`config.mk`:
```
export PLATFORM = sky130hd
export DESIGN_NAME = sync_fifo_prog
export DESIGN_NICKNAME = d
export VERILOG_FILES = /design/src/rtl/sync_fifo_prog.sv
export SDC_FILE = /design/constraint.sdc
export NUM_CORES = 1
export LEC_CHECK = 0
export ABC_AREA = 0
export CAP_MARGIN = 20
export CELL_PAD_IN_SITES_DETAIL_PLACEMENT = 1
export CELL_PAD_IN_SITES_GLOBAL_PLACEMENT = 2
export CORE_ASPECT_RATIO = 1.5
export CORE_UTILIZATION = 25
export DETAILED_ROUTE_END_ITERATION = 8
export PLACE_DENSITY_LB_ADDON = 0.1
export REMOVE_ABC_BUFFERS = 1
export SLEW_MARGIN = 20
export SYNTH_ARGS = -nofsm -noshare
export SYNTH_HDL_FRONTEND = slang
export SYNTH_SLANG_ARGS = --single-unit
```
`constraint.sdc`:
```
create_clock -name clk -period 4.26 [get_ports clk]
set_input_delay 1.065 -clock clk [delete_from_list [all_inputs] [get_ports clk]]
set_output_delay 1.065 -clock clk [all_outputs]
set_load 0.02 [all_outputs]
```
`src/rtl/sync_fifo_prog.sv`:
```
// Single-clock FIFO of arbitrary depth with programmable almost-full/almost-empty
// thresholds, fill level, sticky overflow/underflow flags and selectable FWFT/registered read.
module sync_fifo_prog #(
  parameter int    DSIZE       = 8,
  parameter int    DEPTH       = 16,
  parameter string FALLTHROUGH = "FALSE",
  localparam int   LW          = $clog2(DEPTH + 1)
) (
  input  logic             clk,
  input  logic             rst_n,
  input  logic             winc,
  input  logic [DSIZE-1:0] wdata,
  output logic             wfull,
  output logic             awfull,
  input  logic             rinc,
  output logic [DSIZE-1:0] rdata,
  output logic             rempty,
  output logic             arempty,
  output logic [LW-1:0]    level,
  input  logic [LW-1:0]    afull_thresh,
  input  logic [LW-1:0]    aempty_thresh,
  output logic             overflow,
  output logic             underflow,
  input  logic             clr_err
);

  localparam int PW = (DEPTH > 1) ? $clog2(DEPTH) : 1;
  localparam bit FT = (FALLTHROUGH == "TRUE");

  logic [DSIZE-1:0] mem_q [DEPTH];
  logic [PW-1:0]    wptr_q, wptr_d;
  logic [PW-1:0]    rptr_q, rptr_d;
  logic [LW-1:0]    level_q, level_d;
  logic             overflow_q, overflow_d;
  logic             underflow_q, underflow_d;
  logic             wr_ok, rd_ok;

  always_comb begin
    wfull   = (level_q == LW'(DEPTH));
    rempty  = (level_q == '0);
    awfull  = (level_q >= afull_thresh);
    arempty = (level_q <= aempty_thresh);
    level   = level_q;
    overflow  = overflow_q;
    underflow = underflow_q;
  end

  always_comb begin
    wr_ok = winc & ~wfull;
    rd_ok = rinc & ~rempty;
  end

  // Pointers wrap explicitly at DEPTH-1 so non-power-of-two depths work.
  always_comb begin
    wptr_d = wptr_q;
    if (wr_ok) begin
      wptr_d = (wptr_q == PW'(DEPTH - 1)) ? '0 : wptr_q + PW'(1);
    end
    rptr_d = rptr_q;
    if (rd_ok) begin
      rptr_d = (rptr_q == PW'(DEPTH - 1)) ? '0 : rptr_q + PW'(1);
    end
  end

  always_comb begin
    level_d = level_q;
    case ({wr_ok, rd_ok})
      2'b10:   level_d = level_q + LW'(1);
      2'b01:   level_d = level_q - LW'(1);
      default: level_d = level_q;
    endcase
  end

  // A new error in the same cycle as clr_err wins.
  always_comb begin
    overflow_d  = clr_err ? 1'b0 : overflow_q;
    underflow_d = clr_err ? 1'b0 : underflow_q;
    if (winc && wfull) begin
      overflow_d = 1'b1;
    end
    if (rinc && rempty) begin
      underflow_d = 1'b1;
    end
  end

  always_ff @(posedge clk) begin
    if (!rst_n) begin
      wptr_q      <= '0;
      rptr_q      <= '0;
      level_q     <= '0;
      overflow_q  <= 1'b0;
      underflow_q <= 1'b0;
    end else begin
      wptr_q      <= wptr_d;
      rptr_q      <= rptr_d;
      level_q     <= level_d;
      overflow_q  <= overflow_d;
      underflow_q <= underflow_d;
    end
  end

  always_ff @(posedge clk) begin
    if (rst_n && wr_ok) begin
      mem_q[wptr_q] <= wdata;
    end
  end

  generate
    if (FT) begin : g_fwft
      always_comb begin
        rdata = rempty ? '0 : mem_q[rptr_q];
      end
    end else begin : g_reg
      logic [DSIZE-1:0] rdata_q, rdata_d;

      always_comb begin
        rdata_d = rdata_q;
        if (rd_ok) begin
          rdata_d = mem_q[rptr_q];
        end
      end

      always_ff @(posedge clk) begin
        if (!rst_n) begin
          rdata_q <= '0;
        end else begin
          rdata_q <= rdata_d;
        end
      end

      always_comb begin
        rdata = rdata_q;
      end
    end
  endgenerate

endmodule

```
==> impl_metrics.ini, run 1 <==
[cts]
cts_resized = 1
ctsRootBufferMaster = clkbuf_16
cts_tree = built
cts_hold_buf = 0
cts_sinks = 151
clk_latency_ns = 0.42
cts_setup_buffers = 0
numCtsBuffers = 17
clk_path_buf_depth = 2
clk_pin_slew_ns = 0.06
htree_levels = 4

[timing]
rsz0062_at_grt = false
worstMarginPinSlew_ns = 0.870
whs_ns = 0.518
maxSlewViolCount = 0
max_freq_ghz = 0.250
finalClockSkew_ns = 0.00615
setup_ws_ns = 0.264
setup_tns_ns = 0
finalHoldViolCount = 0
period_minus_slack_ns = 4.00
min_period_over_period_pct = 93.8
max_slew_margin_pct = 42.0
setup_viol = 0

[global_route]
overflow = 0
met1_usage_pct = 12.6
grtUsageTotal_pct = 12.4
grt_pass1_wl_mm = 23.1
grt_pass1_vias = 3918
busiest_layer = met2
grtUsageMet3_pct = 3.05
grt_max_degree = 31
grt_antenna_before_repair = 0
grt_util_met2_pct = 24.1

[detailed_routing]
initialDrtViolationCount = 43
wire_per_inst_um = 19.1
dr.pass1.iters = 4
vias_per_cell = 4.47
vias = 3510
drtAntennaViolNets = 0
finalWirelength_mm = 15.0
drcViolationCount = 0

[synth]
avgSynthCellArea_um2 = 16.3
ys.flop_type = edfxtp_1
synth_edf_count = 128
ys_ff_latch = 151
async_flop_share_pct = 0
ys_warn_count = 0
syn_area_mm2 = 0.00627
synthCells = 386
yosys.cell_types.count = 38
ys_seq_area_share_pct = 68.6

[place]
place_ws_ns = -0.0263
dp_hpwl_mm = 10.4
place_congestion = 0.718
dpl-instance-area_mm2 = 0.00714
place.detailed.instances = 753
portBuffers = 41

[die]
initial_utilization_pct = 25.6
die_area_mm2 = 0.0257
row_count = 70
die_x_um = 131
design.portCount = 42
die_h_um = 196
core_area_mm2 = 0.0245

[power]
peakVddDrop_v = 0.000287
total_power_mw = 4.31
p_leak_nw = 2.55
power_density_mw_per_mm2 = 559

[min_path]
hold_path.class = register to register
whs_path_depth = 2
worstHoldStart = underflow$_SDFFE_PN0P_
hold_end = underflow$_SDFFE_PN0P_

[layout]
multiInputGateArea_mm2 = 0.00179
area_growth_pct = 22.8
fin_cells = 785
layout-drive-gt1-share_pct = 14.5
stdcell_area_mm2 = 0.00770
final_core_util_pct = 31.4
regArea_mm2 = 0.00431
final_nets = 491
num_antenna_cells = 0
fillers = 2579

[critical_path]
worst_ep_arrival_time_ns = 2.93
worstPathRequired_ns = 3.19
crit_family = buffers and inverters
rrSetupSlack_ns = 1.53
timing.critical_path.mode_cell = o21a_1
reg2reg_depth = 11
reg2reg_to = level[4]$_SDFFE_PN0P_
cpMaxStageDelayCell = clkdlybuf4s50_1
slowest_delay_ns = 0.45
path_cells = clkdlybuf4s50_1 -> inv_1 -> ha_1 -> nor2b_1 -> o21a_1 -> o21a_1 -> o21a_1 -> o22ai_1 -> dlygate4sd2_1
path_buf_inv = 3
r2r_start = level[1]$_SDFFE_PN0P_
path_class = input port to primary output
startpoint_type = input port
crit_fanout = 2
crit_start = aempty_thresh[1]
cp-end-kind = primary output

[status]
status = finished clean

[run]
drv_cap = 0
layout by cell type, fill, tap and decap left out, types with 3 or more instances in the layout:
master,count
clkdlybuf4s50_1,40
nor3_1,5
dfxtp_1,21
nand2b_1,3
nand3_1,6
mux2i_1,19
mux4_2,15
nor2_1,30
clkinv_1,4
clkinvlp_4,3
inv_1,19
mux4_1,9
o22ai_1,9
buf_4,21
ha_1,19
o21a_1,3
and2_1,3
nand2_1,5
a22oi_1,10
xor2_1,4
a21oi_1,18
a31oi_1,9
nor2b_1,5
o21ai_0,9
clkbuf_16,17
edfxtp_1,128
per-layer routing:
| metal | vias up | wire length [um] |
|---|---|---|
| li1 | 1630 | - |
| met5 | - | 0 |
| met1 | 1819 | 5850 |
| met2 | 49 | 8490 |
| met4 | 0 | 249 |
| met3 | 12 | 370 |
kinds of logic after synthesis:
logic type / synth area share, %
AO/OA/AOI/OAI: 6.72
XOR/XNOR: 0.558
adder cells (fa/ha/maj): 4.11
buffers and inverters: 2.93
flip-flops: 68.6
multiplexers: 12.2
AND/OR/NAND/NOR: 4.91
worst max path at each step:
stage	end	slack (ns)	cells after the start
after detailed placement	arempty	-0.03	9
after CTS	arempty	0.24	9
after global placement	arempty	0.009	9
after global routing	awfull	0.15	8
final	arempty	0.26	9
after floorplan	level[4]$_SDFFE_PN0P_	0.68	9
layout make-up:
cell class / instances / share of cell area, %
tap: 324 / 5.26
clock buffer: 18 / 5.57
timing repair buffer: 62 / 7.36
inverter: 19 / 0.926
clock inverter: 14 / 1.74
sequential: 151 / 55.9
multi-input combinational: 197 / 23.2
registers in the layout (all words and copies together), names as in the netlist:
signal and flops:
overflow 1, level 5, mem_q 128, wptr_q 4, underflow 1, rptr_q 4, rdata 8
worst register-to-register path, cell delays in order (launching register included):
cell	delay, ns
dfxtp_1	0.41
nor4_4	0.39
a21boi_1	0.16
inv_1	0.09
ha_1	0.23
inv_1	0.12
fa_1	0.39
nor2b_1	0.18
o21ai_1	0.10
nand3_1	0.08
or3b_1	0.36
mux2i_1	0.12
where the power goes:
part           internal (mW)  switching [mW]
clock network          0.854           0.593
logic                  0.510           0.508
registers               1.69           0.150
cells in the mapped netlist, types with 2 or more instances:
library cell | instances | area, um^2
nand3_1 | 6 | 30.0
edfxtp_1 | 128 | 3840
nor2b_1 | 5 | 31.3
a21boi_1 | 2 | 15.0
xor2_1 | 4 | 35.0
mux4_2 | 15 | 338
nand2b_1 | 3 | 18.8
inv_1 | 19 | 71.3
buf_6 | 2 | 22.5
o21ai_0 | 9 | 45.0
ha_1 | 19 | 238
a21o_1 | 2 | 15.0
clkbuf_1 | 5 | 18.8
buf_2 | 8 | 40.0
nor2_1 | 30 | 113
a22oi_1 | 10 | 75.1
mux2i_1 | 19 | 190
and2_1 | 3 | 18.8
o21a_1 | 3 | 22.5
a41oi_1 | 2 | 17.5
a31oi_1 | 9 | 56.3
mux4_1 | 9 | 236
a21oi_1 | 18 | 90.1
o22ai_1 | 9 | 56.3
nor3_1 | 5 | 25.0
buf_1 | 3 | 11.3
dfxtp_1 | 23 | 460
or3b_1 | 2 | 17.5
nand2_1 | 5 | 18.8
Note: power is estimated with default switching activity, not from simulation.
==> inputs of run 2 (changes only) <==
Settings changed: ABC_AREA 0 to unset, CELL_PAD_IN_SITES_GLOBAL_PLACEMENT 2 to 1.
==> impl_metrics.ini, run 2 (synthesized netlist as in run 1, its figures left out) <==
[status]
status = finished clean

[min_path]
hold_path.class = register to register

[cts]
cts_tree = built
clk_path_buf_depth = 2
clk_pin_slew_ns = 0.06
htree_levels = 4
cts_hold_buf = 0
clk_latency_ns = 0.42
numCtsBuffers = 17
cts_sinks = 151
ctsRootBufferMaster = clkbuf_16
cts_setup_buffers = 0

[place]
portBuffers = 41
place_congestion = 0.716
place_ws_ns = -0.0274
dp_hpwl_mm = 10.5

[power]
switchingPower_mw = 1.27
clkPwrFrac_pct = 37.5
total_power_mw = 4.63
p_comb_share_pct = 22.5
seqPwrFrac_pct = 39.9
p_leak_nw = 2.60
peakVddDrop_v = 0.000282
power_density_mw_per_mm2 = 592
switching_share_pct = 27.4
internal-power_mw = 3.36

[critical_path]
worst_ep_arrival_time_ns = 3.00
startpoint_type = input port
path_buf_inv = 2
cp-end-kind = primary output
path_cells = clkdlybuf4s50_1 -> ha_1 -> nand2b_1 -> a21oi_1 -> nor2b_1 -> o21ai_0 -> a21oi_1 -> clkdlybuf4s50_1
slowest_delay_ns = 0.55
worstPathRequired_ns = 3.19
cpMaxStageDelayCell = clkdlybuf4s50_1
path_class = input port to primary output
crit_fanout = 1
crit_family = buffers and inverters

[layout]
fillers = 2596
num_antenna_cells = 0
largest_reg_flops = 128
area_growth_pct = 24.6
final_common_cell = edfxtp_1
layout-drive-gt1-share_pct = 14.8
top_register = mem_q
final_nets = 490
multiInputGateArea_mm2 = 0.00179
regArea_mm2 = 0.00431
final_cell_mix = 128 x edfxtp_1, 40 x clkdlybuf4s50_1, 30 x nor2_1, 21 x dfxtp_1, 20 x buf_4

[global_route]
grt_antenna_before_repair = 0
grt_max_degree = 31
grt_pass1_vias = 3814
grt_pass1_wl_mm = 23.6
grtUsageTotal_pct = 13.0
overflow = 0

[detailed_routing]
wire_per_inst_um = 20.0
dr.pass1.iters = 4
vias = 3494
drcViolationCount = 0
drtAntennaViolNets = 0
finalWirelength_mm = 15.7
initialDrtViolationCount = 146
vias_per_cell = 4.46

[die]
row_count = 70
initial_utilization_pct = 25.6
die_area_mm2 = 0.0257
die_h_um = 196
core_area_mm2 = 0.0245
design.portCount = 42
die_x_um = 131

[timing]
worstMarginPinSlew_ns = 0.962
rsz0062_at_grt = false
min_period_over_period_pct = 95.5
maxSlewViolCount = 0
finalClockSkew_ns = 0.00684
setup_ws_ns = 0.192
setup_viol = 0
finalHoldViolCount = 0
period_minus_slack_ns = 4.07
max_slew_margin_pct = 35.8
whs_ns = 0.505
setup_tns_ns = 0
max_freq_ghz = 0.246

[run]
drv_cap = 0
run 2: cell types whose count changed in the layout (fill, tap and decap cells not counted), moves of 2 or more:
cell	change
bufinv_16	+5
clkinv_1	-4
clkbuf_1	+2
clkinv_2	-2
run 2: per-layer routing:
layer,track usage (%),wire length (um),share of wire [%]
met5,0,0,0
met4,5.38,319,2.0
met2,24.3,8690,55
met1,13.8,6170,39
met3,3.02,513,3.3
run 2: power groups by stage:
| stage | logic, mW | clock network, mW | registers, mW |
|---|---|---|---|
| 3_3_place_gp | 1.06 | 0 | 1.88 |
| 2_1_floorplan | 0.554 | 0 | 1.92 |
| 6_report | 1.04 | 1.74 | 1.85 |
| 4_1_cts | 1.08 | 1.78 | 1.86 |
| 3_5_place_dp | 1.08 | 0 | 1.89 |
| 5_1_grt | 1.14 | 1.83 | 1.87 |
run 2: area by class of cell:
cell class / count / share of cell area, %
timing repair buffer: 61 / 7.15
sequential: 151 / 55.1
tap: 324 / 5.18
clock inverter: 12 / 3.18
clock buffer: 20 / 5.58
inverter: 19 / 0.912
multi-input combinational: 197 / 22.9
run 2: worst register-to-register path: cells and delay by family (launching register included):
kind | cells | cell delay (ns)
flip-flops | 1 | 0.42
adder cells (fa/ha/maj) | 2 | 0.62
buffers and inverters | 2 | 0.20
multiplexers | 1 | 0.14
AO/OA/AOI/OAI | 2 | 0.28
AND/OR/NAND/NOR | 4 | 1.10
run 2: final timing paths:
| kind | from | end | slack (ns) | cells after the start |
|---|---|---|---|---|
| worst max-delay path | afull_thresh[0] | awfull | 0.19 | 8 |
| worst min-delay path | overflow$_SDFFE_PN0P_ | overflow$_SDFFE_PN0P_ | 0.51 | 2 |
| worst max register to register | level[1]$_SDFFE_PN0P_ | level[4]$_SDFFE_PN0P_ | 1.39 | 11 |
| worst min register to register | overflow$_SDFFE_PN0P_ | overflow$_SDFFE_PN0P_ | 0.51 | 2 |
run 2: timing repair:
action                                 CTS  global route
setup endpoints to repair                1             0
endpoints found under the hold margin    0             0
resized for setup                        1             0
run 2: through the flow:
step / util, % / cell area [um^2] / std cells
6_report: 31.9 / 7820 / 784
5_1_grt: 31.9 / 7820 / 784
4_1_cts: 31.9 / 7820 / 784
3_5_place_dp: 29.1 / 7130 / 752
3_3_place_gp: 29.1 / 7130 / 752
2_1_floorplan: - / 6160 / 367
==> inputs of run 3 (changes only) <==
Settings changed: CORE_UTILIZATION 25 to 53.
==> impl_metrics.ini, run 3 (synthesized netlist as in run 1, its figures left out) <==
[status]
status = finished clean

[detailed_routing]
wire_per_inst_um = 22.9
finalWirelength_mm = 13.9
drtAntennaViolNets = 0
dr.pass1.iters = 4
vias = 3557
drcViolationCount = 0
initialDrtViolationCount = 208
vias_per_cell = 5.86

[cts]
clk_latency_ns = 0.41
clk_path_buf_depth = 2
cts_sinks = 151
numCtsBuffers = 17
cts_tree = built
clk_pin_slew_ns = 0.07
ctsRootBufferMaster = clkbuf_16
cts_setup_buffers = 0
htree_levels = 4

[timing]
maxSlewViolCount = 0
period_minus_slack_ns = 4.02
finalHoldViolCount = 0
max_freq_ghz = 0.248
worstMarginPinSlew_ns = 0.980
setup_viol = 0
rsz0062_at_grt = false
min_period_over_period_pct = 94.5
setup_tns_ns = 0
whs_ns = 0.532
finalClockSkew_ns = 0.00856
max_slew_margin_pct = 34.6
setup_ws_ns = 0.236

[layout]
final_nets = 487
top_register = mem_q
area_growth_pct = 18.8
final_common_cell = edfxtp_1
largest_reg_flops = 128
num_antenna_cells = 0
layout-drive-gt1-share_pct = 14.0
fillers = 1051
final_cell_mix = 128 x edfxtp_1, 40 x clkdlybuf4s50_1, 30 x nor2_1, 23 x dfxtp_1

[power]
seqPwrFrac_pct = 41.6
clkPwrFrac_pct = 33.1
internal-power_mw = 3.01
peakVddDrop_v = 0.000496
switching_share_pct = 29.9
power_density_mw_per_mm2 = 577
switchingPower_mw = 1.28
p_comb_share_pct = 25.3
p_leak_nw = 2.53

[global_route]
grt_pass1_wl_mm = 21.7
grt_max_degree = 32
grt_antenna_before_repair = 0
grtUsageTotal_pct = 24.6
overflow = 0
grt_pass1_vias = 3914

[die]
row_count = 48
design.portCount = 42
core_area_mm2 = 0.0115
die_h_um = 135
die_x_um = 90.8
initial_utilization_pct = 54.4
die_area_mm2 = 0.0123

[place]
place_congestion = 0.721
portBuffers = 41
place_ws_ns = -0.0665
dp_hpwl_mm = 9.38

[critical_path]
cpMaxStageDelayCell = clkdlybuf4s50_1
path_buf_inv = 3
worstPathRequired_ns = 3.19
cp-end-kind = primary output
worst_ep_arrival_time_ns = 2.96
slowest_delay_ns = 0.45
crit_fanout = 2
path_class = input port to primary output
timing.critical_path.mode_cell = o21a_1
crit_family = buffers and inverters
startpoint_type = input port
path_cells = clkdlybuf4s50_1 -> inv_1 -> ha_1 -> nor2b_1 -> o21a_1 -> o21a_1 -> o21a_1 -> o22ai_1 -> dlygate4sd2_1

[run]
drv_cap = 0

[min_path]
hold_path.class = register to register
run 3: timing repair:
item | CTS | global route
hold buffers | 0 | 0
resized for setup | 1 | 0
endpoints found under the setup margin | 1 | 0
run 3: power groups by stage:
stage                     clock, mW  combinational [mW]  sequential (mW)
after global placement            0                1.06             1.81
after detailed placement          0                1.09             1.82
after CTS                      1.45                1.10             1.79
final                          1.42                1.09             1.79
after global routing           1.50                1.18             1.80
after floorplan                   0               0.554             1.92
run 3: per-layer routing:
| metal | wire length, um | global-route usage [%] | vias to the layer above |
|---|---|---|---|
| met5 | 0 | 0 | - |
| met4 | 195 | 8.38 | 0 |
| met3 | 527 | 5.50 | 16 |
| met2 | 8170 | 47.8 | 83 |
| met1 | 5000 | 25.8 | 1834 |
| li1 | - | - | 1624 |
run 3: worst paths after layout:
| kind | startpoint | slack [ns] | end | cells after the start |
|---|---|---|---|---|
| max | aempty_thresh[1] | 0.24 | arempty | 9 |
| min | underflow$_SDFFE_PN0P_ | 0.53 | underflow$_SDFFE_PN0P_ | 2 |
| max reg2reg | level[1]$_SDFFE_PN0P_ | 1.40 | level[4]$_SDFFE_PN0P_ | 12 |
| min reg2reg | underflow$_SDFFE_PN0P_ | 0.53 | underflow$_SDFFE_PN0P_ | 2 |
run 3: cell type report:
| cell class | count | area [um^2] | area share (%) |
|---|---|---|---|
| sequential | 151 | 4300 | 57.8 |
| multi-input combinational | 197 | 1790 | 24.0 |
| timing repair buffer | 58 | 537 | 7.20 |
| clock buffer | 17 | 425 | 5.71 |
| tap | 150 | 188 | 2.52 |
| clock inverter | 15 | 140 | 1.88 |
| inverter | 19 | 71.3 | 0.957 |
run 3: worst min-delay path, cell delays in order (launching register included):
cell and delay [ns]:
dfxtp_1 0.34, a22oi_1 0.08, nor2_1 0.08
run 3: stage by stage:
step                      cell area [um^2]  std cells  power, mW  utilization, %
after CTS                             7450        607       4.34            64.6
after global routing                  7450        607       4.49            64.6
final                                 7450        607       4.30            64.6
after global placement                6890        575       2.88            59.7
after floorplan                       6160        367       2.48               -
after detailed placement              6890        575       2.91            59.7
